<file path="src/rtl/cpu_pkg.sv">
// Shared decode/writeback types: chain entry layout and register index width.
package cpu_pkg;

    localparam int NUM_REGS_DEF = 32;
    localparam int REG_IDX_W    = $clog2(NUM_REGS_DEF);

    typedef struct packed {
        logic [REG_IDX_W-1:0] reg_d;
        logic                 write_en;
        logic                 latent;
    } chain_entry_t;

    localparam chain_entry_t NOP_ENTRY = '0;

endpackage

</file>
<file path="src/rtl/cpu_bypass_select.sv">
// Matches one source operand against the in-flight chain (index 0 = stage 1, youngest).
module cpu_bypass_select
    import cpu_pkg::*;
#(
    parameter int DEPTH = 2
)(
    input  chain_entry_t [DEPTH-1:0] entries,
    input  logic [REG_IDX_W-1:0]     reg_idx,
    input  logic                     use_en,
    output logic [DEPTH-1:0]         sel,
    output logic                     latent_hit
);

    // Walk oldest to youngest so the youngest short writer ends up selected.
    always_comb begin
        sel        = '0;
        latent_hit = 1'b0;
        if (use_en && reg_idx != '0) begin
            for (int k = DEPTH - 1; k >= 0; k--) begin
                if (entries[k].write_en && entries[k].reg_d == reg_idx) begin
                    if (entries[k].latent) begin
                        latent_hit = 1'b1;
                    end else begin
                        sel    = '0;
                        sel[k] = 1'b1;
                    end
                end
            end
        end
    end

endmodule

</file>
<file path="src/rtl/cpu_scoreboard.sv">
// Decode-stage hazard/bypass controller with a scoreboard for latent results.
// Optional: CPU_SCOREBOARD_WB_BYPASS_EN forwards the writeback port in its own cycle.
module cpu_scoreboard
    import cpu_pkg::*;
#(
    parameter int NUM_REGS        = 32,
    parameter int DEPTH           = 2,
    parameter int MAX_OUTSTANDING = 4
)(
    input  logic                                 clock,
    input  logic                                 reset_n,
    input  logic                                 stall,
    input  logic                                 flush,
    input  logic                                 p2_valid,
    input  logic [$clog2(NUM_REGS)-1:0]          p2_reg_a,
    input  logic [$clog2(NUM_REGS)-1:0]          p2_reg_b,
    input  logic [$clog2(NUM_REGS)-1:0]          p2_reg_d,
    input  logic                                 p2_use_a,
    input  logic                                 p2_use_b,
    input  logic                                 p2_write_en,
    input  logic                                 p2_latent,
    input  logic                                 wb_valid,
    input  logic [$clog2(NUM_REGS)-1:0]          wb_reg_d,
    output logic                                 p2_bubble,
    output logic [DEPTH-1:0]                     p2_bypass_a,
    output logic [DEPTH-1:0]                     p2_bypass_b,
    output logic                                 p2_bypass_wb_a,
    output logic                                 p2_bypass_wb_b,
    output logic [$clog2(NUM_REGS)-1:0]          commit_reg_d,
    output logic                                 commit_write_en,
    output logic [$clog2(MAX_OUTSTANDING+1)-1:0] outstanding
);

    localparam int RIDX_W = $clog2(NUM_REGS);
    localparam int OUT_W  = $clog2(MAX_OUTSTANDING + 1);

    chain_entry_t [DEPTH-1:0] chain_q;
    chain_entry_t             issue_entry;
    logic [NUM_REGS-1:0]      sb_q;
    logic [NUM_REGS-1:0]      sb_d;
    logic [OUT_W-1:0]         out_q;

    logic              eff_we;
    logic [DEPTH-1:0]  byp_a, byp_b;
    logic              lat_a, lat_b;
    logic              wb_hit_a, wb_hit_b;
    logic              raw_sb_a, raw_sb_b;
    logic              waw_chain, waw, cap_full, hazard;
    int unsigned       lat_cnt;
    logic              sb_set, sb_clr;
    logic [RIDX_W-1:0] set_idx;

    assign eff_we = p2_valid & p2_write_en & (p2_reg_d != '0);

    cpu_bypass_select #(.DEPTH(DEPTH)) u_sel_a (
        .entries    (chain_q),
        .reg_idx    (REG_IDX_W'(p2_reg_a)),
        .use_en     (p2_use_a),
        .sel        (byp_a),
        .latent_hit (lat_a)
    );

    cpu_bypass_select #(.DEPTH(DEPTH)) u_sel_b (
        .entries    (chain_q),
        .reg_idx    (REG_IDX_W'(p2_reg_b)),
        .use_en     (p2_use_b),
        .sel        (byp_b),
        .latent_hit (lat_b)
    );

`ifdef CPU_SCOREBOARD_WB_BYPASS_EN
    assign wb_hit_a = wb_valid & p2_use_a & (p2_reg_a != '0) & (wb_reg_d == p2_reg_a);
    assign wb_hit_b = wb_valid & p2_use_b & (p2_reg_b != '0) & (wb_reg_d == p2_reg_b);
`else
    assign wb_hit_a = 1'b0;
    assign wb_hit_b = 1'b0;
`endif

    // A chain-stage match is younger than the writeback result, so it wins.
    assign p2_bypass_a    = byp_a;
    assign p2_bypass_b    = byp_b;
    assign p2_bypass_wb_a = wb_hit_a & ~|byp_a;
    assign p2_bypass_wb_b = wb_hit_b & ~|byp_b;

    assign raw_sb_a = p2_use_a & (p2_reg_a != '0) & sb_q[p2_reg_a] & ~wb_hit_a;
    assign raw_sb_b = p2_use_b & (p2_reg_b != '0) & sb_q[p2_reg_b] & ~wb_hit_b;

    always_comb begin
        waw_chain = 1'b0;
        lat_cnt   = 0;
        for (int k = 0; k < DEPTH; k++) begin
            if (chain_q[k].write_en && chain_q[k].latent) begin
                lat_cnt = lat_cnt + 1;
                if (chain_q[k].reg_d == REG_IDX_W'(p2_reg_d)) waw_chain = 1'b1;
            end
        end
    end

    // Latent ops still in the chain will claim a slot once they commit.
    assign cap_full  = (32'(out_q) + lat_cnt) >= 32'(MAX_OUTSTANDING);
    assign waw       = eff_we & p2_latent & (sb_q[p2_reg_d] | waw_chain);
    assign hazard    = lat_a | lat_b | raw_sb_a | raw_sb_b | waw | (p2_latent & cap_full);
    assign p2_bubble = p2_valid & ~flush & hazard;

    always_comb begin
        issue_entry = NOP_ENTRY;
        if (p2_valid && !flush && !hazard) begin
            issue_entry.reg_d    = REG_IDX_W'(p2_reg_d);
            issue_entry.write_en = eff_we;
            issue_entry.latent   = p2_latent;
        end
    end

    assign set_idx         = RIDX_W'(chain_q[DEPTH-1].reg_d);
    assign commit_reg_d    = set_idx;
    assign commit_write_en = chain_q[DEPTH-1].write_en & ~chain_q[DEPTH-1].latent;
    assign outstanding     = out_q;

    // Writeback clears are accepted even while the chain is stalled.
    assign sb_set = ~stall & chain_q[DEPTH-1].write_en & chain_q[DEPTH-1].latent;
    assign sb_clr = wb_valid & (wb_reg_d != '0) & sb_q[wb_reg_d];

    always_comb begin
        sb_d = sb_q;
        if (sb_clr) sb_d[wb_reg_d] = 1'b0;
        if (sb_set) sb_d[set_idx]  = 1'b1;
    end

    always_ff @(posedge clock or negedge reset_n) begin
        if (!reset_n) begin
            chain_q <= '0;
            sb_q    <= '0;
            out_q   <= '0;
        end else begin
            sb_q <= sb_d;
            if (sb_set && !sb_clr) begin
                out_q <= out_q + OUT_W'(1);
            end else if (sb_clr && !sb_set) begin
                out_q <= out_q - OUT_W'(1);
            end
            if (!stall) begin
                chain_q[0] <= issue_entry;
                for (int k = 1; k < DEPTH; k++) begin
                    chain_q[k] <= flush ? NOP_ENTRY : chain_q[k-1];
                end
            end
        end
    end

    a_wb_busy : assert property (@(posedge clock) disable iff (!reset_n)
        (wb_valid && wb_reg_d != '0) |-> sb_q[wb_reg_d]);

endmodule
</file>
<file path="config.mk">
export PLATFORM = sky130hd
export DESIGN_NAME = cpu_scoreboard
export DESIGN_NICKNAME = d
export VERILOG_FILES = /design/src/rtl/cpu_pkg.sv /design/src/rtl/cpu_bypass_select.sv /design/src/rtl/cpu_scoreboard.sv
export SDC_FILE = /design/constraint.sdc
export NUM_CORES = 1
export LEC_CHECK = 0
export ABC_AREA = 1
export ABC_CLOCK_PERIOD_IN_PS = 5600
export BUFFER_PORTS_ARGS = -buffer_cell sky130_fd_sc_hd__buf_4
export CAP_MARGIN = 20
export CORE_AREA = 2 2 71 124
export CTS_BUF_LIST = sky130_fd_sc_hd__clkbuf_16
export DETAILED_ROUTE_END_ITERATION = 12
export DIE_AREA = 0 0 73 126
export PLACE_DENSITY = 0.78
export RECOVER_POWER = 25
export SYNTH_ARGS = -nofsm -noshare
export SYNTH_HDL_FRONTEND = slang
export SYNTH_HIERARCHICAL = 1
export SYNTH_SLANG_ARGS = --single-unit
</file>
<file path="constraint.sdc">
create_clock -name clock -period 5.6 [get_ports clock]
set_clock_uncertainty 0.05 [all_clocks]
set_input_delay 1.12 -clock clock [delete_from_list [all_inputs] [get_ports clock]]
set_output_delay 1.12 -clock clock [all_outputs]
set_load 0.03 [all_outputs]
</file>
Word level (Yosys, flattened, before mapping)
Cells that the tools add are included.
{"block": "totals", "ff_bits": 49, "latch_bits": 0, "ram_bits": 0, "romBits": 0, "inputBits": 30, "out_inout_bits": 16, "word_cells": 119, "mem_count": 0}
{"block": "classes", "addsub": 4, "mul": 0, "n_div": 0, "n_lt_le_gt_ge": 8, "n_eq_ne": 6, "n_shift": 0, "n_mux": 42, "bitwise": 28, "reduce_logical": 23}
{"cell": "32-bit 2-to-1 mux", "n": 3}
{"cell": "3-bit by 32-bit adder with 32-bit output", "n": 1}
{"cell": "32-bit AND", "n": 1}
{"cell": "32-bit by 3-bit >= comparator with 1-bit output (second input constant)", "n": 1}
{"cell": "32-bit NOT", "n": 1}
{"cell": "32-bit bitwise OR", "n": 1}
{"cell": "5-bit == test", "n": 6}
{"cell": "5-bit by 6-bit less-than comparator with 1-bit output (second input constant)", "n": 5}
{"cell": "1-bit binary-select mux with 5-bit select", "n": 4}
{"cell": "1-bit 2-to-1 mux", "n": 20}
{"cell": "5-bit nonzero test", "n": 4}
{"cell": "2-bit 2-to-1 mux", "n": 9}
{"cell": "1-bit AND", "n": 16}
{"cell": "1-bit logical AND", "n": 14}
{"cell": "7-bit 2-to-1 mux", "n": 2}
{"cell": "1-bit demux with 5-bit select", "n": 2}
{"cell": "5-bit by 1-bit >= comparator with 1-bit output (second input constant)", "n": 2}
{"cell": "3-bit 2-to-1 mux", "n": 2}
{"cell": "1-bit bitwise OR", "n": 6}
{"cell": "1-bit logical NOT", "n": 4}
{"cell": "3-bit by 1-bit adder with 3-bit output (second input constant)", "n": 1}
{"cell": "1-bit NOT", "n": 3}
{"cell": "3-bit by 1-bit subtractor with 3-bit output (second input constant)", "n": 1}
{"cell": "1-bit by 1-bit adder with 2-bit output (second input constant)", "n": 1}
{"cell": "2-bit nonzero test", "n": 1}

Longest topological paths before layout
{"block": "depth", "ltp_word": 14, "mapped_depth": 16, "ltp_nobuf": 15}

Modules after synthesis
The synthesis kept the hierarchy.
{"module": "cpu_scoreboard", "n_inst": 1, "cells_per_inst": 671, "area_per_inst_um2": 4315.4, "seq_area_each_um2": 1226.2}
{"module": "cpu_bypass_select", "n_inst": 2, "cells_per_inst": 57, "area_per_inst_um2": 261.5, "seq_area_each_um2": 0.0}

Worst setup path before layout
No wires, ideal clock.
{"block": "synth_timing", "kind": "input -> output", "start": "in p2_reg_d[1]", "end": "out p2_bubble", "t_arrival_ns": 2.533, "required_time_ns": 4.430, "slack_ns": 1.897, "cell_stages": 10, "path_buffers": 1, "path_cell_list": "buf_2 > nor2_1 > nand3_1 > nand2_1 > nor2_1 > nand2_1 > nand3_1 > nand3_1 > nand2_1 > a21oi_1"}
{"block": "synth_between", "elab_chain_cells": 10, "elab_cells_between_ends": 16, "cone_classes": "eq/ne (2); mux (6); bitwise (7); reduce/logical (1)"}
{"element": "start: declaration", "line_no": "cpu_scoreboard.sv:17", "text": "input logic [$clog2(NUM_REGS)-1:0] p2_reg_d,"}
{"element": "5-bit == test", "line_no": "cpu_scoreboard.sv:94", "text": "if (chain_q[k].reg_d == REG_IDX_W'(p2_reg_d)) waw_chain = 1'b1;"}
{"element": "1-bit 2-to-1 mux", "line_no": "cpu_scoreboard.sv:94"}
{"element": "1-bit 2-to-1 mux", "line_no": "cpu_scoreboard.sv:92", "text": "if (chain_q[k].write_en && chain_q[k].latent) begin"}
{"element": "1-bit 2-to-1 mux", "line_no": "cpu_scoreboard.sv:94"}
{"element": "1-bit 2-to-1 mux", "line_no": "cpu_scoreboard.sv:92"}
{"element": "1-bit bitwise OR", "line_no": "cpu_scoreboard.sv:101", "text": "assign waw = eff_we & p2_latent & (sb_q[p2_reg_d] | waw_chain);"}
{"element": "1-bit AND (*)", "line_no": "cpu_scoreboard.sv:101"}
{"element": "1-bit bitwise OR (*) (2 in a row)", "line_no": "cpu_scoreboard.sv:102", "text": "assign hazard = lat_a | lat_b | raw_sb_a | raw_sb_b | waw | (p2_latent & cap_full);"}
{"element": "1-bit AND (*)", "line_no": "cpu_scoreboard.sv:103", "text": "assign p2_bubble = p2_valid & ~flush & hazard;"}
{"element": "end: declaration", "line_no": "cpu_scoreboard.sv:24", "text": "output logic p2_bubble,"}
Mark *: on every way between the ends. The rest lies on a longest branch, timed or not. The select of a mux whose other input is x is not followed.

Worst setup path after layout
{"block": "layout_timing", "start": "in p2_reg_b[0]", "end": "out p2_bubble"}
{"block": "layout_between", "elab_chain_cells": 12, "elab_cells_between_ends": 20, "cone_classes": "eq/ne (2); mux (6); bitwise (8); reduce/logical (4)"}
{"element": "start: declaration", "line_no": "cpu_scoreboard.sv:16", "text": "input logic [$clog2(NUM_REGS)-1:0] p2_reg_b,"}
{"element": "5-bit == test", "line_no": "cpu_bypass_select.sv:20", "text": "if (entries[k].write_en && entries[k].reg_d == reg_idx) begin"}
{"element": "1-bit logical AND", "line_no": "cpu_bypass_select.sv:20"}
{"element": "1-bit 2-to-1 mux", "line_no": "cpu_bypass_select.sv:20"}
{"element": "1-bit 2-to-1 mux", "line_no": "cpu_bypass_select.sv:21", "text": "if (entries[k].latent) begin"}
{"element": "1-bit 2-to-1 mux", "line_no": "cpu_bypass_select.sv:20"}
{"element": "1-bit 2-to-1 mux", "line_no": "cpu_bypass_select.sv:18", "text": "if (use_en && reg_idx != '0) begin"}
{"element": "1-bit bitwise OR (2 in a row)", "line_no": "cpu_scoreboard.sv:102"}
{"element": "1-bit bitwise OR (*) (3 in a row)", "line_no": "cpu_scoreboard.sv:102"}
{"element": "1-bit AND (*)", "line_no": "cpu_scoreboard.sv:103"}
Marked as above.

==> key figures <==
Run status
  • Status: finished with violations
  • Failing checks: max-capacitance violations, max-slew violations

Power
  • Sequential Power Share: 0.399
  • Int Power: 0.000673 W
  • Power share of the combinational group: 0.262
  • Net switching power: 0.000353 W
  • Power per cell area: 198 nW/um^2
  • Maximum vdd drop: 0.207 mV
  • Clk pwr share: 0.340
  • Sw Share: 0.344
  • Pleak: 2.58 nW

Clocking
  • Clk root buf: clkbuf_16
  • Hold-fix buffers, CTS: 0
  • Post-cts sizing count: 0
  • H-tree Lvls: 2
  • Number of clock sinks: 49
  • Clk buf depth: 2
  • # Post-CTS Setup Buffers: 0
  • Num CTS Buffers: 5
  • CTS tree: yes
  • Clock slew at reported path FFs: 0.07 ns
  • Clk Latency, worst-skew pair: 0.30 ns

Die
  • Core Area: 8200 sq um
  • Die ar.: 9200 sq um
  • Row cnt: 44
  • Die Wd: 73 um
  • I/O pin total: 46
  • Initial Util: 0.590
  • Die height: 126 um

Final layout
  • Fin cells: 902
  • Layout cells sized above 1: 0.157
  • Area delta synth->final: 7.34%
  • # nets final: 844
  • Final core area utilization: 0.633
  • Diodes inserted: 0

Timing
  • Final Critical Period: 4.01 ns
  • Final hold violation count: 0
  • Final setup TNS: 0 ns
  • Max_slew headroom: -0.836
  • Final WS setup: 1.59 ns
  • Max Clk Rate: 249 MHz
  • Setup violations, final: 0
  • RSZ-0062 raised after global routing: no
  • Final worst path period share: 0.717
  • Tightest Pin Transition: 2.75 ns
  • Slew Limit Fails: 50

Setup path
  • CP Capture Point: p2_bubble
  • Worst Setup Start Kind: primary input
  • CP Cell Sequence: buf_4, inv_1, nand2_1, nand2_1, nor2_1, nor2_1, nor2_1, nand2_1, nand3_1, nand2_1, nor2_2, a21oi_1, buf_4
  • FF-to-FF setup slack: 2.66 ns
  • Worst r2r src: sb_q[30]
  • Setup crit end kind: output pin
  • CP max-delay cell: nor2_2
  • RR Endpoint: outstanding[2]
  • CP arrival: 2.84 ns
  • WS Path Type: primary input to output pin
  • CP dominant cell by count: nand2_1
  • Critical Path RT: 4.43 ns
  • Worst Setup SP: p2_reg_b[0]
  • R2R cell count: 13
  • CP max FO: 23
  • Max stage delay on crit path: 0.27 ns

Placed design
  • Placed cells: 895
  • Gp weighted congestion: 0.998
  • Port bufs: 43
  • Final HPWL DP: 13000 um
  • DP Worst Slack: 1.60 ns

GRT
  • Global-route wire length before repair: 26000 um
  • Antenna violations before repair: 0
  • Number of global-route vias before repair: 5118
  • Grt ovf: 0
  • Largest net degree at the start of global routing: 50
  • Total Routing Usage GR: 0.374

Yosys
  • Most frequent cells after synthesis: nand2_1, inv_1, nor2_1
  • Mapped Area: 4840 sq um
  • Top cells by area, synth: dfrtp_1, nand2_1, inv_1
  • Sequential-to-total area share from yosys stat: 0.253
  • Avg Synthesized Cell Area: 6.16 sq um
  • Largest area contributor in the netlist: dfrtp_1
  • FFs w/ async S/R, synth: 1.00
  • Cells after synthesis: 785
  • Ys flop type: dfrtp_1
  • Yosys reg bits: 49
  • Count of different cell masters after synthesis: 40
  • Share of the synthesized area in the top cell type: 0.253
  • Post-synth EDFFs: 0
  • Yosys warns: 6
  • Most frequent cell after synthesis: nand2_1

Detailed routing
  • Drt total wl: 16800 um
  • Vias: 5330
  • Drt pass-1 iters: 7
  • M1 wire length: 6100 um
  • Vias per cell: 5.91
  • Final ANT Viol Nets: 0
  • Drt wl/cell: 18.6 um
  • Post-route DRC: 0
  • DR top layer: met4
  • Metal2 WL: 8430 um
  • Met3 wire length: 895 um
  • Drt initial violations: 459

Worst hold path
  • Hold Path Class: flip-flop to flip-flop

Run
  • Max-cap viol count: 1
[cells in the final DEF, fill, tap and decap left out, types with 3 or more instances in the layout]
cell type / instances
nand2_1: 259
inv_1: 94
nor2_1: 86
nand3_1: 62
dfrtp_1: 49
buf_4: 46
nand3_2: 30
o21ai_0: 29
nor3_1: 27
o22ai_1: 17
a21oi_1: 15
inv_2: 12
nand4_1: 12
nor2_2: 11
nand2_2: 9
o21ai_1: 7
xor2_1: 7
clkbuf_16: 5
o22ai_2: 3
o211ai_1: 3
nand3b_1: 3
ha_1: 3
[worst min path at each step]
| stage | start | to | depth (start not counted) |
|---|---|---|---|
| after floorplan | sb_q[11] | sb_q[11] | 2 |
| after global routing | sb_q[30] | sb_q[30] | 2 |
| after global placement | sb_q[29] | sb_q[29] | 2 |
| final | sb_q[29] | sb_q[29] | 2 |
| after detailed placement | sb_q[29] | sb_q[29] | 2 |
| after CTS | sb_q[29] | sb_q[29] | 2 |
[area by class of cell]
| type | count | area, sq um |
|---|---|---|
| clock buffer | 5 | 125 |
| clock inverter | 2 | 38.8 |
| fill | 817 | 3010 |
| inverter | 108 | 407 |
| multi-input combinational | 598 | 2930 |
| sequential | 49 | 1230 |
| tap | 92 | 115 |
| timing repair buffer | 48 | 354 |
[per-layer routing]
metal  GRT usage  vias to the layer above
met5           0                        -
met4       0.256                        0
met3      0.0464                       80
met2       0.635                      245
met1       0.419                     2473
li1            -                     2532
[critical path: cells and delay by family]
family | cells | cell delay, ns
buf+inv | 3 | 0.65
compound gates | 1 | 0.12
simple gates | 9 | 0.95
[state kept, by name, summed over array words and instances (netlist names)]
signal / flops
commit_reg_d: 5
chain_q: 9
outstanding: 3
sb_q: 32
[cell families (layout without fill, tap and decap cells)]
logic type / count (synthesis) / count (layout) / synth area share
AND/OR/NAND/NOR: 504 / 504 / 0.479
buffers and inverters: 139 / 163 / 0.142
AO/OA/AOI/OAI: 78 / 78 / 0.0936
flip-flops: 49 / 49 / 0.253
XOR/XNOR: 9 / 9 / 0.0163
adder cells (fa/ha/maj): 4 / 4 / 0.0119
other: 1 / 2 / 0.000775
multiplexers: 1 / 1 / 0.00233
[power groups by stage]
stage,Clock (W),Combinational (W),Sequential (W)
final,0.000349,0.000269,0.000409
after global routing,0.000361,0.000299,0.000411
after CTS,0.000351,0.000266,0.000408
after detailed placement,0,0.000265,0.000415
after global placement,0,0.000256,0.000414
after floorplan,0,0.000165,0.000424
[per-stage QoR]
step	total power, W	hold slack (ns)	area, sq um
global route	0.00107	0.458	5190
detailed placement	0.000680	0.412	5030
global placement	0.000671	0.404	5020
floorplan	0.000589	0.391	4840
CTS	0.00102	0.428	5200
finish	0.00103	0.427	5190
Note: power is estimated with default switching activity, not from simulation.
